--- src/rtl/seg_pkg.sv ---
// Shared seven-segment types and constants for the display drivers.
// Segment vectors are active-low, with bit 6 = a down to bit 0 = g.
package seg_pkg;

    typedef logic [6:0] seg_t;

    localparam seg_t SEG_BLANK = 7'b1111111;

    localparam int SEG_A = 6;
    localparam int SEG_B = 5;
    localparam int SEG_C = 4;
    localparam int SEG_D = 3;
    localparam int SEG_E = 2;
    localparam int SEG_F = 1;
    localparam int SEG_G = 0;

endpackage

--- src/rtl/seg_display.sv ---
// Combinational hex-to-seven-segment decoder (active-low segments, a..g = bit6..bit0).
module seg_display
    import seg_pkg::*;
(
    input  logic [3:0] hex,
    output seg_t       segments
);

    always_comb begin
        segments = SEG_BLANK;
        case (hex)
            4'h0: segments = 7'b0000001;
            4'h1: segments = 7'b1001111;
            4'h2: segments = 7'b0010010;
            4'h3: segments = 7'b0000110;
            4'h4: segments = 7'b1001100;
            4'h5: segments = 7'b0100100;
            4'h6: segments = 7'b0100000;
            4'h7: segments = 7'b0001111;
            4'h8: segments = 7'b0000000;
            4'h9: segments = 7'b0000100;
            4'hA: segments = 7'b0001000;
            4'hB: segments = 7'b1100000;
            4'hC: segments = 7'b0110001;
            4'hD: segments = 7'b1000010;
            4'hE: segments = 7'b0110000;
            4'hF: segments = 7'b0111000;
            default: segments = SEG_BLANK;
        endcase
    end

endmodule

--- src/rtl/seg_mux_display.sv ---
// Time-multiplexed seven-segment driver: scans NUM_DIGITS digits on a shared segment bus,
// with per-digit enable, decimal points, leading-zero suppression and frame-atomic updates.
module seg_mux_display
    import seg_pkg::*;
#(
    parameter int NUM_DIGITS       = 4,
    parameter int DIGIT_CYCLES     = 20000,
    parameter int BLANK_CYCLES     = 256,
    parameter bit ANODE_ACTIVE_LOW = 1'b1
) (
    input  logic                    clk,
    input  logic                    reset,
    input  logic [4*NUM_DIGITS-1:0] value_i,
    input  logic [NUM_DIGITS-1:0]   dp_i,
    input  logic [NUM_DIGITS-1:0]   digit_en_i,
    input  logic                    lz_en_i,
    input  logic                    load_i,
    output seg_t                    segments,
    output logic                    dp_o,
    output logic [NUM_DIGITS-1:0]   anodes,
    output logic                    frame_done
);

    localparam int SLOT_W = (DIGIT_CYCLES > 1) ? $clog2(DIGIT_CYCLES) : 1;
    localparam int IDX_W  = (NUM_DIGITS > 1) ? $clog2(NUM_DIGITS) : 1;
    localparam logic [SLOT_W-1:0]     SLOT_LAST = SLOT_W'(DIGIT_CYCLES - 1);
    localparam logic [IDX_W-1:0]      IDX_LAST  = IDX_W'(NUM_DIGITS - 1);
    localparam logic [NUM_DIGITS-1:0] ANODE_OFF = {NUM_DIGITS{ANODE_ACTIVE_LOW}};

    logic [SLOT_W-1:0] slot_cnt_reg;
    logic [IDX_W-1:0]  dig_idx_reg;

    logic [NUM_DIGITS-1:0][3:0] pend_value_reg, disp_value_reg;
    logic [NUM_DIGITS-1:0]      pend_dp_reg, disp_dp_reg;
    logic [NUM_DIGITS-1:0]      pend_en_reg, disp_en_reg;
    logic                       pend_valid_reg;

    seg_t                  segments_reg;
    logic                  dp_reg;
    logic [NUM_DIGITS-1:0] anodes_reg;
    logic                  frame_done_reg;

    logic frame_boundary;
    assign frame_boundary = (slot_cnt_reg == SLOT_LAST) && (dig_idx_reg == IDX_LAST);

    always_ff @(posedge clk or negedge reset) begin
        if (!reset) begin
            slot_cnt_reg <= '0;
            dig_idx_reg  <= '0;
        end else if (slot_cnt_reg == SLOT_LAST) begin
            slot_cnt_reg <= '0;
            dig_idx_reg  <= (dig_idx_reg == IDX_LAST) ? '0 : dig_idx_reg + IDX_W'(1);
        end else begin
            slot_cnt_reg <= slot_cnt_reg + SLOT_W'(1);
        end
    end

    // A load landing on the boundary bypasses pending so it is shown in the very next frame.
    always_ff @(posedge clk or negedge reset) begin
        if (!reset) begin
            pend_value_reg <= '0;
            pend_dp_reg    <= '0;
            pend_en_reg    <= '0;
            pend_valid_reg <= 1'b0;
            disp_value_reg <= '0;
            disp_dp_reg    <= '0;
            disp_en_reg    <= '0;
        end else if (load_i && frame_boundary) begin
            disp_value_reg <= value_i;
            disp_dp_reg    <= dp_i;
            disp_en_reg    <= digit_en_i;
            pend_valid_reg <= 1'b0;
        end else if (load_i) begin
            pend_value_reg <= value_i;
            pend_dp_reg    <= dp_i;
            pend_en_reg    <= digit_en_i;
            pend_valid_reg <= 1'b1;
        end else if (frame_boundary && pend_valid_reg) begin
            disp_value_reg <= pend_value_reg;
            disp_dp_reg    <= pend_dp_reg;
            disp_en_reg    <= pend_en_reg;
            pend_valid_reg <= 1'b0;
        end
    end

    // Walk down from the most significant digit while nibbles stay zero; digit 0 is never reached.
    logic [NUM_DIGITS-1:0] lz_blank;
    logic                  lz_run;
    always_comb begin
        lz_blank = '0;
        lz_run   = lz_en_i;
        for (int i = NUM_DIGITS - 1; i >= 1; i--) begin
            lz_run      = lz_run && (disp_value_reg[i] == 4'd0);
            lz_blank[i] = lz_run;
        end
    end

    logic [NUM_DIGITS-1:0] digit_blank;
    for (genvar gi = 0; gi < NUM_DIGITS; gi++) begin : g_blank
        assign digit_blank[gi] = !disp_en_reg[gi] || lz_blank[gi];
    end

    logic in_blank_time;
    if (BLANK_CYCLES == 0) begin : g_no_blank
        assign in_blank_time = 1'b0;
    end else begin : g_blank_time
        assign in_blank_time = slot_cnt_reg < SLOT_W'(BLANK_CYCLES);
    end

    seg_t                  glyph;
    logic                  show_digit;
    logic [NUM_DIGITS-1:0] anode_on;

    seg_display u_decoder (
        .hex      (disp_value_reg[dig_idx_reg]),
        .segments (glyph)
    );

    assign show_digit = !in_blank_time && !digit_blank[dig_idx_reg];
    assign anode_on   = NUM_DIGITS'(1) << dig_idx_reg;

    always_ff @(posedge clk or negedge reset) begin
        if (!reset) begin
            segments_reg   <= SEG_BLANK;
            dp_reg         <= 1'b1;
            anodes_reg     <= ANODE_OFF;
            frame_done_reg <= 1'b0;
        end else begin
            segments_reg   <= show_digit ? glyph : SEG_BLANK;
            dp_reg         <= show_digit ? !disp_dp_reg[dig_idx_reg] : 1'b1;
            anodes_reg     <= show_digit ? (anode_on ^ ANODE_OFF) : ANODE_OFF;
            frame_done_reg <= frame_boundary;
        end
    end

    assign segments   = segments_reg;
    assign dp_o       = dp_reg;
    assign anodes     = anodes_reg;
    assign frame_done = frame_done_reg;

endmodule
--- config.mk ---
export PLATFORM = sky130hd
export DESIGN_NAME = seg_mux_display
export DESIGN_NICKNAME = d
export VERILOG_FILES = /design/src/rtl/seg_pkg.sv /design/src/rtl/seg_display.sv /design/src/rtl/seg_mux_display.sv
export SDC_FILE = /design/constraint.sdc
export NUM_CORES = 1
export LEC_CHECK = 0
export CORE_UTILIZATION = 32
export CTS_BUF_LIST = sky130_fd_sc_hd__clkbuf_4 sky130_fd_sc_hd__clkbuf_8 sky130_fd_sc_hd__clkbuf_16
export DETAILED_ROUTE_END_ITERATION = 6
export DONT_BUFFER_PORTS = 1
export PLACE_DENSITY_LB_ADDON = 0.08
export REMOVE_ABC_BUFFERS = 1
export SLEW_MARGIN = 5
export SYNTH_ARGS = -nofsm -noshare
export SYNTH_HDL_FRONTEND = slang
export SYNTH_SLANG_ARGS = --single-unit
export TNS_END_PERCENT = 5
--- constraint.sdc ---
create_clock -name clk -period 3.4 [get_ports clk]
set_clock_uncertainty 0.05 [all_clocks]
set_input_delay 0.17 -clock clk [delete_from_list [all_inputs] [get_ports clk]]
set_output_delay 0.17 -clock clk [all_outputs]
set_load 0.02 [all_outputs]
==> summary.md <==
| Metric | Value |
|---|---|
| Post-Synthesis Cells | 358 |
| Diode count | 0 |
| Power Dens Cells | 436.5 mW/mm² |
| Layout Cells excl Fill | between 500 and 600 |
| Total iterations of the first detailed-routing run | 4 |
| Worst slew pin tran | between 1000 and 1500 ps |
| Status | finished clean |
| Ys async rst share | 100.0% |
| Crit Path Category | reg2reg |
| Seq/Total Area, Yosys | 49.97% |
| EDFF count, synth | 0 |
| CTS resizes | 0 |
| Maxcap violations | 0 |
| Post-synthesis cell area | 0.003986 mm² |
| Initial DRC count | 172 |
| Fin Setup TNS | 0 ps |
| DRC | 0 |
| Root Driver | clkbuf_16 |
| Placer Congestion | 0.7011 |
| Cts bufs inserted | 9 |
| Top-count cell post-synth | dfrtp_1 |
| Die X | 113.6 µm |
| Top cells by area, synth | dfrtp_1, nand4_1, dfstp_2 |
| Die ar. | 0.01291 mm² |
| Clock Tree Buf Depth | 2 |
| Core area | 0.01206 mm² |
| Top-area cell type share of the netlist area | a little over two fifths |
| Critical Path RT | 3630 ps |
| Vias | 2844 |
| Hold Crit Class | in2reg |
| Antenna Nets Post-Route | 0 |
| Post-synth top cells | dfrtp_1, nand4_1, nand3_1 |
| Hold Violations, Final | 0 |
| Worst flop-to-flop path endpoint | segments[6] |
| CTS tree | yes |
| # H-tree levels | 3 |
| Min-Delay Path Depth | 2 |
| Hold_ws | 131.4 ps |
| FF+latch count, synth | 79 |
| Worst Path Max Fanout | 11 |
| Die Y-Extent | 113.6 µm |
| Final nets | 411 |
| Vias in the first global route | 2937 |
| Worst hold start | load_i |
| Post-route cell area | 0.004715 mm² |
| Syn Area/Cell | 11.13 µm² |
| Post-DP HPWL | just under 6000 µm |
| RSZ-0062 raised after global routing | no |
| Initial antenna violation count | 0 |
| Starting density of the core | around 33% |
| PortBufs | 0 |
| RR Startpoint | dig_idx_reg[0] |
| Fraction of layout cells with a size suffix above 1 | around 20% |
| Placement Setup Slack | 1059 ps |
| Rows | 40 |
| Distinct cells, synth | between 40 and 50 |
| Rel. slew slack | 30.85% |
| Setup ws final | 1032 ps |
| First-pass GRT wire length | 15830 µm |
| Grt total ovfl | 0 |
| Layout area overhead | 18.27% |
| I/O pin total | 41 |
| Clock-pin slew on the worst setup and hold paths | 60 ps |
| VDD IR max | 0.3507 mV |
| Routed len/inst | about 17 µm |
| Latest clock arrival within the worst-skew pair | 350 ps |
| R2R setup slack | 1030 ps |
| Cell taking the most area after synthesis | dfrtp_1 |
| Min Tclk post-route | ~2400 ps |
| Max-slew violation count | 0 |
| Endpoints failing setup | 0 |
| Leak | 1.942 nW |
| Post-DP Area | approximately 0.0041 mm² |
| Largest net degree at the start of global routing | 80 |
| CP endpoint kind | register |
| Vias per cell | about 5.2 |
| Fillers | roughly 1200 |
| CP Data Arrival Time | 2590 ps |
| Placed cell count | 502 |
| Drt total wl | 9412 µm |
| Crit path launch type | register |
| Total global-route track usage | 16.24% |
| Reg2Reg Depth | 6 |
| Ys flop type | dfrtp_1 |
| YS warnings | 0 |
| Tcrit/Tclk final | a little over two thirds |
| Maximum clock frequency | 422.4 MHz |
| Clock sinks | slightly below 80 |
| Hold Path Sink | pend_en_reg[0] |
## worst max-delay path, stage by stage (launching register included)
cell and delay [ps]:
dfrtp_1 640, mux4_1 740, inv_1 150, ha_1 190, inv_1 70, or3_1 360, nand4_1 100
## timing repair
action	in CTS	in global routing
hold buffers	27	0
endpoints found under the hold margin	127	0
setup buffers	0	0
setup endpoints to repair	0	0
## metal layers
metal	vias up	GRT usage, %	part of all wire [%]
met5	-	0	0
met4	0	6.316	1.6
met3	12	4.676	3.6
met2	44	25.41	46
met1	1410	21.22	49
li1	1378	-	-
## kinds of logic after synthesis
kind of cell | count (synthesis) | share of synthesized area (%)
simple gates | 145 | 21.38
flops | 79 | 49.97
buf+inv | 40 | 4.551
compound gates | 36 | 6.654
mux | 35 | 11.36
xor+xnor | 12 | 2.637
fa+ha+maj | 11 | 3.453
## metrics by stage
| step | power (mW) | utilization (%) |
|---|---|---|
| finish | 2.058 | 39.09 |
| global route | 2.139 | 39.09 |
| CTS | 2.094 | 39.09 |
| detailed placement | 1.049 | 34.20 |
| global placement | 1.047 | 34.20 |
| floorplan | 1.034 | - |
## layout make-up
type | count | area (µm²) | share of cell area, %
well taps | 168 | 210.2 | 4.459
repair buffers | 36 | 367.9 | 7.803
inverters | 7 | 26.28 | 0.5573
multi-input cells | 239 | 1817 | 38.53
clock buffers | 16 | 301.5 | 6.396
flip-flops and latches | 79 | 1992 | 42.25
## worst max-delay path by stage
stage / start / end / slack (ps) / cells after the start
2_1_floorplan: dig_idx_reg[0] / pend_dp_reg[0] / -380 / 4
3_3_place_gp: dig_idx_reg[0] / segments[6] / 1080 / 6
3_5_place_dp: dig_idx_reg[0] / segments[6] / 1060 / 6
4_1_cts: slot_cnt_reg[0] / disp_dp_reg[2] / 1040 / 6
5_1_grt: dig_idx_reg[0] / segments[6] / 850 / 6
6_report: dig_idx_reg[0] / segments[6] / 1030 / 6
## layout by cell type, fill, tap and decap left out, types with 6 or more instances in the layout
cell,instances
ha_1,10
o31ai_1,24
dlygate4sd3_1,26
xor2_1,7
mux2_2,25
inv_1,6
dfrtp_1,67
and3_1,6
buf_4,8
clkbuf_16,10
nand3_1,36
and2_1,7
dfstp_2,12
nand4_1,57
nand2_1,11
nor2_1,10
## where the power goes
group / switching, mW / total (mW) / internal, mW
sequential: 0.0143 / 0.984 / 0.970
clock: 0.370 / 0.971 / 0.601
combinational: 0.0500 / 0.103 / 0.0526
total: 0.435 / 2.06 / 1.62
Note: power is estimated with default switching activity, not from simulation.
